**src/rtl/fact_sequencer.sv**
```systemverilog
// Factorial accelerator register-protocol sequencer: accepts n, writes n and a Go pulse,
// polls status, reads the result and returns it. Optional poll timeout: FACT_SEQ_TIMEOUT_EN.
//
// state  | meaning
// IDLE   | waiting for a request, req_ready high
// WR_N   | writing operand to addr 0
// WR_GO  | writing Go=1 to addr 1
// CLR_GO | writing Go=0 to addr 1
// POLL   | reading status at addr 2 until err/done
// RD_RES | reading result at addr 3
// RESP   | holding the response until rsp_ready
module fact_sequencer #(
  parameter int unsigned N_MAX = 12
`ifdef FACT_SEQ_TIMEOUT_EN
  , parameter int unsigned POLL_LIMIT = 255
`endif
) (
  input  logic        clock_i,
  input  logic        reset_ni,
  input  logic        req_valid_i,
  output logic        req_ready_o,
  input  logic [3:0]  req_n_i,
  output logic        rsp_valid_o,
  input  logic        rsp_ready_i,
  output logic [31:0] rsp_result_o,
  output logic        rsp_err_o,
  output logic        rsp_timeout_o,
  output logic        busy_o,
  output logic [1:0]  fact_addr_o,
  output logic        fact_we_o,
  output logic [3:0]  fact_wd_o,
  input  logic [31:0] fact_rd_i
);

  typedef enum logic [2:0] {
    IDLE, WR_N, WR_GO, CLR_GO, POLL, RD_RES, RESP
  } state_e;

  localparam logic [3:0] NMaxW = 4'(N_MAX);

  state_e      state_q, state_d;
  logic [3:0]  n_q, n_d;
  logic [31:0] result_q, result_d;
  logic        err_q, err_d;
  logic        to_q, to_d;

`ifdef FACT_SEQ_TIMEOUT_EN
  localparam logic [7:0] PollLimW = 8'(POLL_LIMIT);
  logic [7:0] cnt_q, cnt_d;
`endif

  always_comb begin
    state_d  = state_q;
    n_d      = n_q;
    result_d = result_q;
    err_d    = err_q;
    to_d     = to_q;
`ifdef FACT_SEQ_TIMEOUT_EN
    cnt_d    = cnt_q;
`endif
    unique case (state_q)
      IDLE: begin
        if (req_valid_i) begin
          n_d      = req_n_i;
          result_d = 32'd0;
          to_d     = 1'b0;
          if (req_n_i > NMaxW) begin
            err_d   = 1'b1;
            state_d = RESP;
          end else begin
            err_d   = 1'b0;
            state_d = WR_N;
          end
        end
      end
      WR_N:   state_d = WR_GO;
      WR_GO:  state_d = CLR_GO;
      CLR_GO: begin
        state_d = POLL;
`ifdef FACT_SEQ_TIMEOUT_EN
        cnt_d   = 8'd0;
`endif
      end
      POLL: begin
        // err outranks done, and both outrank the timeout
        if (fact_rd_i[1]) begin
          err_d    = 1'b1;
          result_d = 32'd0;
          state_d  = RESP;
        end else if (fact_rd_i[0]) begin
          state_d = RD_RES;
        end
`ifdef FACT_SEQ_TIMEOUT_EN
        else if (cnt_q + 8'd1 == PollLimW) begin
          err_d    = 1'b1;
          to_d     = 1'b1;
          result_d = 32'd0;
          state_d  = RESP;
        end else begin
          cnt_d = cnt_q + 8'd1;
        end
`endif
      end
      RD_RES: begin
        result_d = fact_rd_i;
        err_d    = 1'b0;
        state_d  = RESP;
      end
      RESP: begin
        if (rsp_ready_i) state_d = IDLE;
      end
      default: state_d = IDLE;
    endcase
  end

  // Outputs are registered from the next state so they line up with state_q.
  always_ff @(posedge clock_i or negedge reset_ni) begin
    if (!reset_ni) begin
      state_q      <= IDLE;
      n_q          <= 4'd0;
      result_q     <= 32'd0;
      err_q        <= 1'b0;
      to_q         <= 1'b0;
      req_ready_o  <= 1'b1;
      rsp_valid_o  <= 1'b0;
      busy_o       <= 1'b0;
      fact_addr_o  <= 2'd0;
      fact_we_o    <= 1'b0;
      fact_wd_o    <= 4'd0;
`ifdef FACT_SEQ_TIMEOUT_EN
      cnt_q        <= 8'd0;
`endif
    end else begin
      state_q     <= state_d;
      n_q         <= n_d;
      result_q    <= result_d;
      err_q       <= err_d;
      to_q        <= to_d;
      req_ready_o <= (state_d == IDLE);
      rsp_valid_o <= (state_d == RESP);
      busy_o      <= (state_d != IDLE);
      fact_we_o   <= (state_d == WR_N) || (state_d == WR_GO) || (state_d == CLR_GO);
      unique case (state_d)
        WR_N:          fact_addr_o <= 2'd0;
        WR_GO, CLR_GO: fact_addr_o <= 2'd1;
        POLL:          fact_addr_o <= 2'd2;
        RD_RES:        fact_addr_o <= 2'd3;
        default:       fact_addr_o <= 2'd0;
      endcase
      unique case (state_d)
        WR_N:    fact_wd_o <= n_d;
        WR_GO:   fact_wd_o <= 4'b0001;
        default: fact_wd_o <= 4'b0000;
      endcase
`ifdef FACT_SEQ_TIMEOUT_EN
      cnt_q <= cnt_d;
`endif
    end
  end

  assign rsp_result_o = result_q;
  assign rsp_err_o    = err_q;
`ifdef FACT_SEQ_TIMEOUT_EN
  assign rsp_timeout_o = to_q;
`else
  assign rsp_timeout_o = 1'b0;
`endif

endmodule

```
**config.mk**
```make
export PLATFORM = sky130hd
export DESIGN_NAME = fact_sequencer
export DESIGN_NICKNAME = d
export VERILOG_FILES = /design/src/rtl/fact_sequencer.sv
export SDC_FILE = /design/constraint.sdc
export NUM_CORES = 1
export LEC_CHECK = 0
export CAP_MARGIN = 30
export CORE_MARGIN = 3
export CORE_UTILIZATION = 36
export DETAILED_ROUTE_END_ITERATION = 10
export GPL_TIMING_DRIVEN = 0
export PLACE_DENSITY = 0.75
export SLEW_MARGIN = 25
export SYNTH_ARGS = -nofsm -noshare
export SYNTH_HDL_FRONTEND = slang
export SYNTH_SLANG_ARGS = --single-unit
```
**constraint.sdc**
```tcl
create_clock -name clock_i -period 1.6 [get_ports clock_i]
set_input_delay 0.16 -clock clock_i [delete_from_list [all_inputs] [get_ports clock_i]]
set_output_delay 0.16 -clock clock_i [all_outputs]
set_load 0.05 [all_outputs]
```
==> impl_metrics.yaml, run 1 <==
status:
  status: "finished clean"
layout:
  num-fill-cells: 365
  final_util: 0.623
  nets: 262
  area_growth_syn_to_layout_pct: 59.9
  multi_input_area_um2: 557
  antenna_cells: 0
  regArea_um2: 1150
  drive_gt1_frac: 0.143
  finalInstanceArea_um2: 2830
synthesis:
  syn_area_um2: 1770
  synth_area_leader_cell: "dfrtp_1"
  syn_avg_cell_area_um2: 13.7
  seq_area_frac_synth: 0.652
  synthFlopType: "dfrtp_1"
  synth_area_leaders: "dfrtp_1 (64%), a22o_1 (16%), and2_1 (1.8%)"
  synthCells: 129
  yosys-top-cells-count: "dfrtp_1 (45), a22o_1 (33), and2_1 (5), buf_2 (5), nand2_1 (4)"
  async_flop_share: 1.00
  synth.top_cell.area_share: 0.637
  synth.most_common_cell: "dfrtp_1"
  syn-num-nets: 169
  ys_types: 35
  ys.warnings.count: 0
  synth_edf_count: 0
  ys_ff_latch: 46
placement:
  gp_congestion: 0.801
  place_area_um2: 2690
  io_buffers: 82
  dp_hpwl_um: 3140
route:
  wl_per_cell_um: 14.8
  vias: 1378
  drt_iter0_drc: 46
  drc: 0
  viasPerCell: 4.78
  dr.pass1.iters: 4
  ant_nets: 0
  drt-total-wl_um: 4270
sta:
  clock_skew_ps: 9.25
  min_period_ps: 1570
  holdWs_ps: 328
  period_share: 0.984
  setup_viol: 0
  slew_headroom: 0.658
  grt_setup_unrepaired: "yes"
  fin_setup_tns_ps: 0
  worst_pin_slew_ps: 513
  drv_slew: 0
  hold_viol: 0
  fmax_ghz: 0.635
floorplan:
  fp.dieW_um: 76.1
  rows: 24
  io_pins: 84
  core_area_um2: 4530
  die_h_um: 76.1
  start_util: 0.390
  dieArea_um2: 5790
power:
  clkPwrFrac: 0.133
  pwr-share-comb: 0.570
  seqPwrFrac: 0.297
  power.total_uw: 6290
  netSwitchingFraction: 0.478
  switchingPower_uw: 3010
  p_int_uw: 3280
  p_leak_uw: 0.00151
  p_per_area_nw_per_um2: 2220
  peakVddDrop_mv: 1.11
clocking:
  h-tree-depth: 2
  clk_pin_slew_worst_paths_ps: 90
  cts_tree: "built"
  tritoncts.num_buffers: 5
  cts-root-buf: "clkbuf_8"
  clock_path_buffers: 2
  clk_latency_ps: 290
  cts_sinks: 46
setup_path:
  required_ps: 1440
  critPathTopFamily: "buffers and inverters"
  crit_path_max_incr_delay_ps: 790
  setup.worst_path.class: "reg -> out"
  cp_slowest_cell: "clkdlybuf4s50_1"
  crit_chain: "clkdlybuf4s50_1"
  crit_buf_inv: 1
  critical_path.max_fanout: 1
  cp.arrival_ps: 1410
  setup.worst_path.start_class: "flop"
  end_kind: "primary output"
global_routing:
  grt_max_degree: 29
  grt_pass1_wl_um: 6980
  gr-total-overflow: 0
  grtUsageTotal: 0.149
  grt_pass1_vias: 1394
  antenna_found_initial: 0
hold_path:
  hp-class: "in -> async"
job:
  cap_viol_max_count: 0
worst reg2reg max path, delay by kind of cell (launching register included):
| kind | cells | cell delay, ps |
|---|---|---|
| AOI/OAI and AO/OA | 1 | 50 |
| and+or+nand+nor | 3 | 900 |
| DFF | 1 | 380 |
| buffers and inverters | 1 | 130 |
timing repair:
action                                  CTS  global route
setup buffers                             2             1
endpoints found under the hold margin    17             0
pin swaps                                 2             1
gates resized for setup                  39            13
endpoints found under the setup margin   47            37
hold buffers                              1             0
power by group through the flow:
stage	clock, µW	sequential [µW]	combinational [µW]
floorplan	0	3450	965
global placement	0	1890	3750
detailed placement	0	1900	3780
CTS	861	1870	3560
global route	898	1930	3780
finish	837	1870	3580
per-stage QoR:
stage | cells | setup slack, ps
3_3_place_gp | 276 | -831
4_1_cts | 288 | -0.901
2_1_floorplan | 129 | 47.2
6_report | 288 | 26.0
5_1_grt | 288 | -11.9
3_5_place_dp | 277 | -236
cells by family (layout without fill, tap and decap cells):
family	Yosys count	in the layout	share of synthesized area
AOI/OAI and AO/OA	45	45	0.219
buffers and inverters	14	108	0.0439
other	1	1	0.00212
xor gates and xnor gates	1	1	0.00495
and+or+nand+nor	22	22	0.0786
DFF	46	46	0.652
area by class of cell:
type | count | area share
Buffer | 11 | 0.0288
Timing Repair Buffer | 87 | 0.297
Clock buffer | 5 | 0.0243
Tap cell | 65 | 0.0288
Sequential cell | 46 | 0.408
Multi-Input combinational cell | 69 | 0.197
Inverter | 2 | 0.00266
Clock inverter | 3 | 0.0142
path summary, 6_finish.rpt:
path / from / end / slack, ps / depth (start not counted)
worst max-delay path: fact_we_o$_DFF_PN0_ / fact_we_o / 30 / 1
worst min-delay path: reset_ni / fact_we_o$_DFF_PN0_ / 330 / 2
worst max register to register: state_q[1]$_DFF_PN0_ / busy_o$_DFF_PN0_ / 30 / 5
worst min register to register: rsp_err_o$_DFFE_PN0P_ / rsp_err_o$_DFFE_PN0P_ / 480 / 2
max in group asynchronous: reset_ni / rsp_result_o[21]$_DFFE_PN0P_ / 770 / 3
min in group clock_i: req_n_i[1] / fact_wd_o[1]$_DFF_PN0_ / 460 / 2
placed cells by master (no fill, tap or decap), types with 2 or more instances in the layout:
master / n
buf_2: 2
clkbuf_8: 5
buf_4: 6
and2_1: 5
dlymetal6s2s_1: 6
a22o_1: 33
clkdlybuf4s50_1: 39
clkinv_2: 2
inv_1: 2
o21ai_0: 2
clkbuf_4: 5
dfrtp_1: 45
or3_1: 2
nand2_1: 4
dlygate4sd2_1: 36
layer usage:
layer	GRT usage	vias to the layer above	part of all wire
li1	-	660	-
met1	0.189	661	0.45
met2	0.249	52	0.48
met3	0.0343	5	0.062
met4	0.0598	0	0.015
met5	0	-	0
sequential cells by signal (all words and copies together), names as in the netlist:
| register | count |
|---|---|
| busy_o | 1 |
| fact_addr_o | 2 |
| fact_wd_o | 4 |
| fact_we_o | 1 |
| req_ready_o | 1 |
| rsp_err_o | 1 |
| rsp_result_o | 32 |
| rsp_valid_o | 1 |
| state_q | 3 |
No activity file was read; power rests on OpenSTA's default activity.
==> run 2: changes to the inputs <==
Settings changed: CORE_ASPECT_RATIO from default to 0.9.
==> run 2 against run 1 <==
Power fell by 3.1%. Sequential cell count stayed put. Design area fell by 2.1%. Sequential share of layout area rose by 0.87 points. Global-route usage up 0.59 points. Die area about the same. Combinational power is 1% lower. Critical path depth increased by 4. Register-to-register slack got worse by 20 ps. Routed wire length increased by 3.5%. Critical path type is now reg -> reg. Critical endpoint is now busy_o$_DFF_PN0_. Largest cell class unchanged. Largest power group unchanged.
==> impl_metrics.yaml, run 2 (same netlist as run 1, synthesis figures left out) <==
sta:
  fin_setup_tns_ps: 0
  holdWs_ps: 376
  hold_viol: 0
  worst_pin_slew_ps: 517
  setup_viol: 0
  grt_setup_unrepaired: "yes"
  clock_skew_ps: 6.41
  slew_headroom: 0.655
  fmax_ghz: 0.629
  period_share: 0.993
  min_period_ps: 1590
  drv_slew: 0
route:
  vias: 1392
  drt_iter0_drc: 40
  wl_per_cell_um: 15.7
  ant_nets: 0
  dr.pass1.iters: 4
  drc: 0
  drt-total-wl_um: 4420
  viasPerCell: 4.94
placement:
  dp_hpwl_um: 3260
  io_buffers: 82
  gp_congestion: 0.803
global_routing:
  antenna_found_initial: 0
  met1_usage: 0.210
  gr-usage-met3: 0.0546
  gr-max-usage-layer: "met2"
  grt_use_met2: 0.244
  grt_pass1_vias: 1405
  grt_pass1_wl_um: 6980
  grt_max_degree: 26
  grtUsageTotal: 0.155
  gr-total-overflow: 0
layout:
  area_growth_syn_to_layout_pct: 56.5
  largest_reg_flops: 32
  drive_gt1_frac: 0.118
  final_common_cell: "dfrtp_1"
  num-fill-cells: 414
  nets: 259
  antenna_cells: 0
  final_cell_mix: "dfrtp_1 (45), clkdlybuf4s50_1 (40), dlygate4sd2_1 (34), a22o_1 (33), dlymetal6s2s_1 (7)"
setup_path:
  cp.arrival_ps: 1750
  setup.worst_path.class: "reg -> reg"
  r2r_setup_slack_ps: 10
  end_kind: "flop"
  critPathTopFamily: "simple AND/OR/NAND/NOR gates"
  crit_path_max_incr_delay_ps: 500
  crit_buf_inv: 1
  crit_chain: "buf_6 -> or4b_4 -> nand3_2 -> a21oi_2 -> or3_1"
  required_ps: 1760
  cp_slowest_cell: "or4b_4"
  setup.worst_path.start_class: "flop"
  r2r_cells: 5
  crit-reg2reg-launch: "state_q[1]$_DFF_PN0_"
  critical_path.max_fanout: 10
  r2r_end: "busy_o$_DFF_PN0_"
clocking:
  cts-root-buf: "clkbuf_8"
  cts_sinks: 46
  tritoncts.num_buffers: 5
  clock_path_buffers: 2
  post_cts_buffers: 0
  clk_pin_slew_worst_paths_ps: 80
  h-tree-depth: 2
  clk_latency_ps: 280
  cts_tree: "built"
floorplan:
  start_util: 0.384
  die_h_um: 72.5
  rows: 23
  io_pins: 84
  fp.dieW_um: 79.9
  dieArea_um2: 5790
  core_area_um2: 4600
hold_path:
  hp-class: "in -> async"
power:
  p_leak_uw: 0.00148
  p_per_area_nw_per_um2: 2200
  peakVddDrop_mv: 1.11
job:
  cap_viol_max_count: 0
status:
  status: "finished clean"
## run 2: layout make-up
type                       count  area, µm²  share of cell area
sequential                    46       1150               0.416
buffer                        11       78.8              0.0285
multi-input combinational     69        551               0.199
timing repair buffer          84        821               0.297
tap                           62       77.6              0.0280
clock buffer                   8       80.1              0.0289
inverter                       2       7.51             0.00271
## run 2: worst max-delay path by stage
stage | start | endpoint | slack, ps | cells after the start
finish | state_q[1]$_DFF_PN0_ | busy_o$_DFF_PN0_ | 10 | 5
global route | state_q[1]$_DFF_PN0_ | busy_o$_DFF_PN0_ | -30 | 5
CTS | fact_we_o$_DFF_PN0_ | fact_we_o | 3 | 1
detailed placement | fact_rd_i[1] | busy_o$_DFF_PN0_ | -280 | 5
global placement | reset_ni | fact_wd_o[2]$_DFF_PN0_ | -890 | 1
floorplan | state_q[1]$_DFF_PN0_ | busy_o$_DFF_PN0_ | 50 | 5
## run 2: worst register-to-register path, cell delays in order (launching register included)
cell and delay, ps:
dfrtp_1 380, buf_6 140, or4b_4 500, nand3_2 80
a21oi_2 60, or3_1 320
## run 2: what timing repair did
action / CTS / global route
resized for setup: 36 / 15
pin swaps: 1 / 0
hold endpoints to repair: 20 / 0
setup endpoints to repair: 45 / 38
hold buffers: 1 / 0
## run 2: per-stage QoR
stage / setup slack, ps / instances / area (µm²) / power [µW] / utilization
6_report: 10.9 / 282 / 2770 / 6090 / 0.601
5_1_grt: -33.7 / 282 / 2770 / 6420 / 0.601
4_1_cts: 3.47 / 283 / 2730 / 6110 / 0.593
3_5_place_dp: -279 / 274 / 2680 / 5700 / 0.582
3_3_place_gp: -886 / 273 / 2670 / 5660 / 0.579
2_1_floorplan: 47.2 / 129 / 1770 / 4420 / -
## run 2: report_power, final
part	total (µW)	internal, µW	switching [µW]
combinational	3540	1140	2410
sequential	1890	1650	238
clock	659	311	348
total	6090	3100	2990
## run 2: metal layers
| layer | routed length [µm] | up-vias |
|---|---|---|
| li1 | - | 654 |
| met1 | 1940 | 678 |
| met2 | 2100 | 56 |
| met3 | 345 | 4 |
| met4 | 40 | 0 |
| met5 | 0 | - |
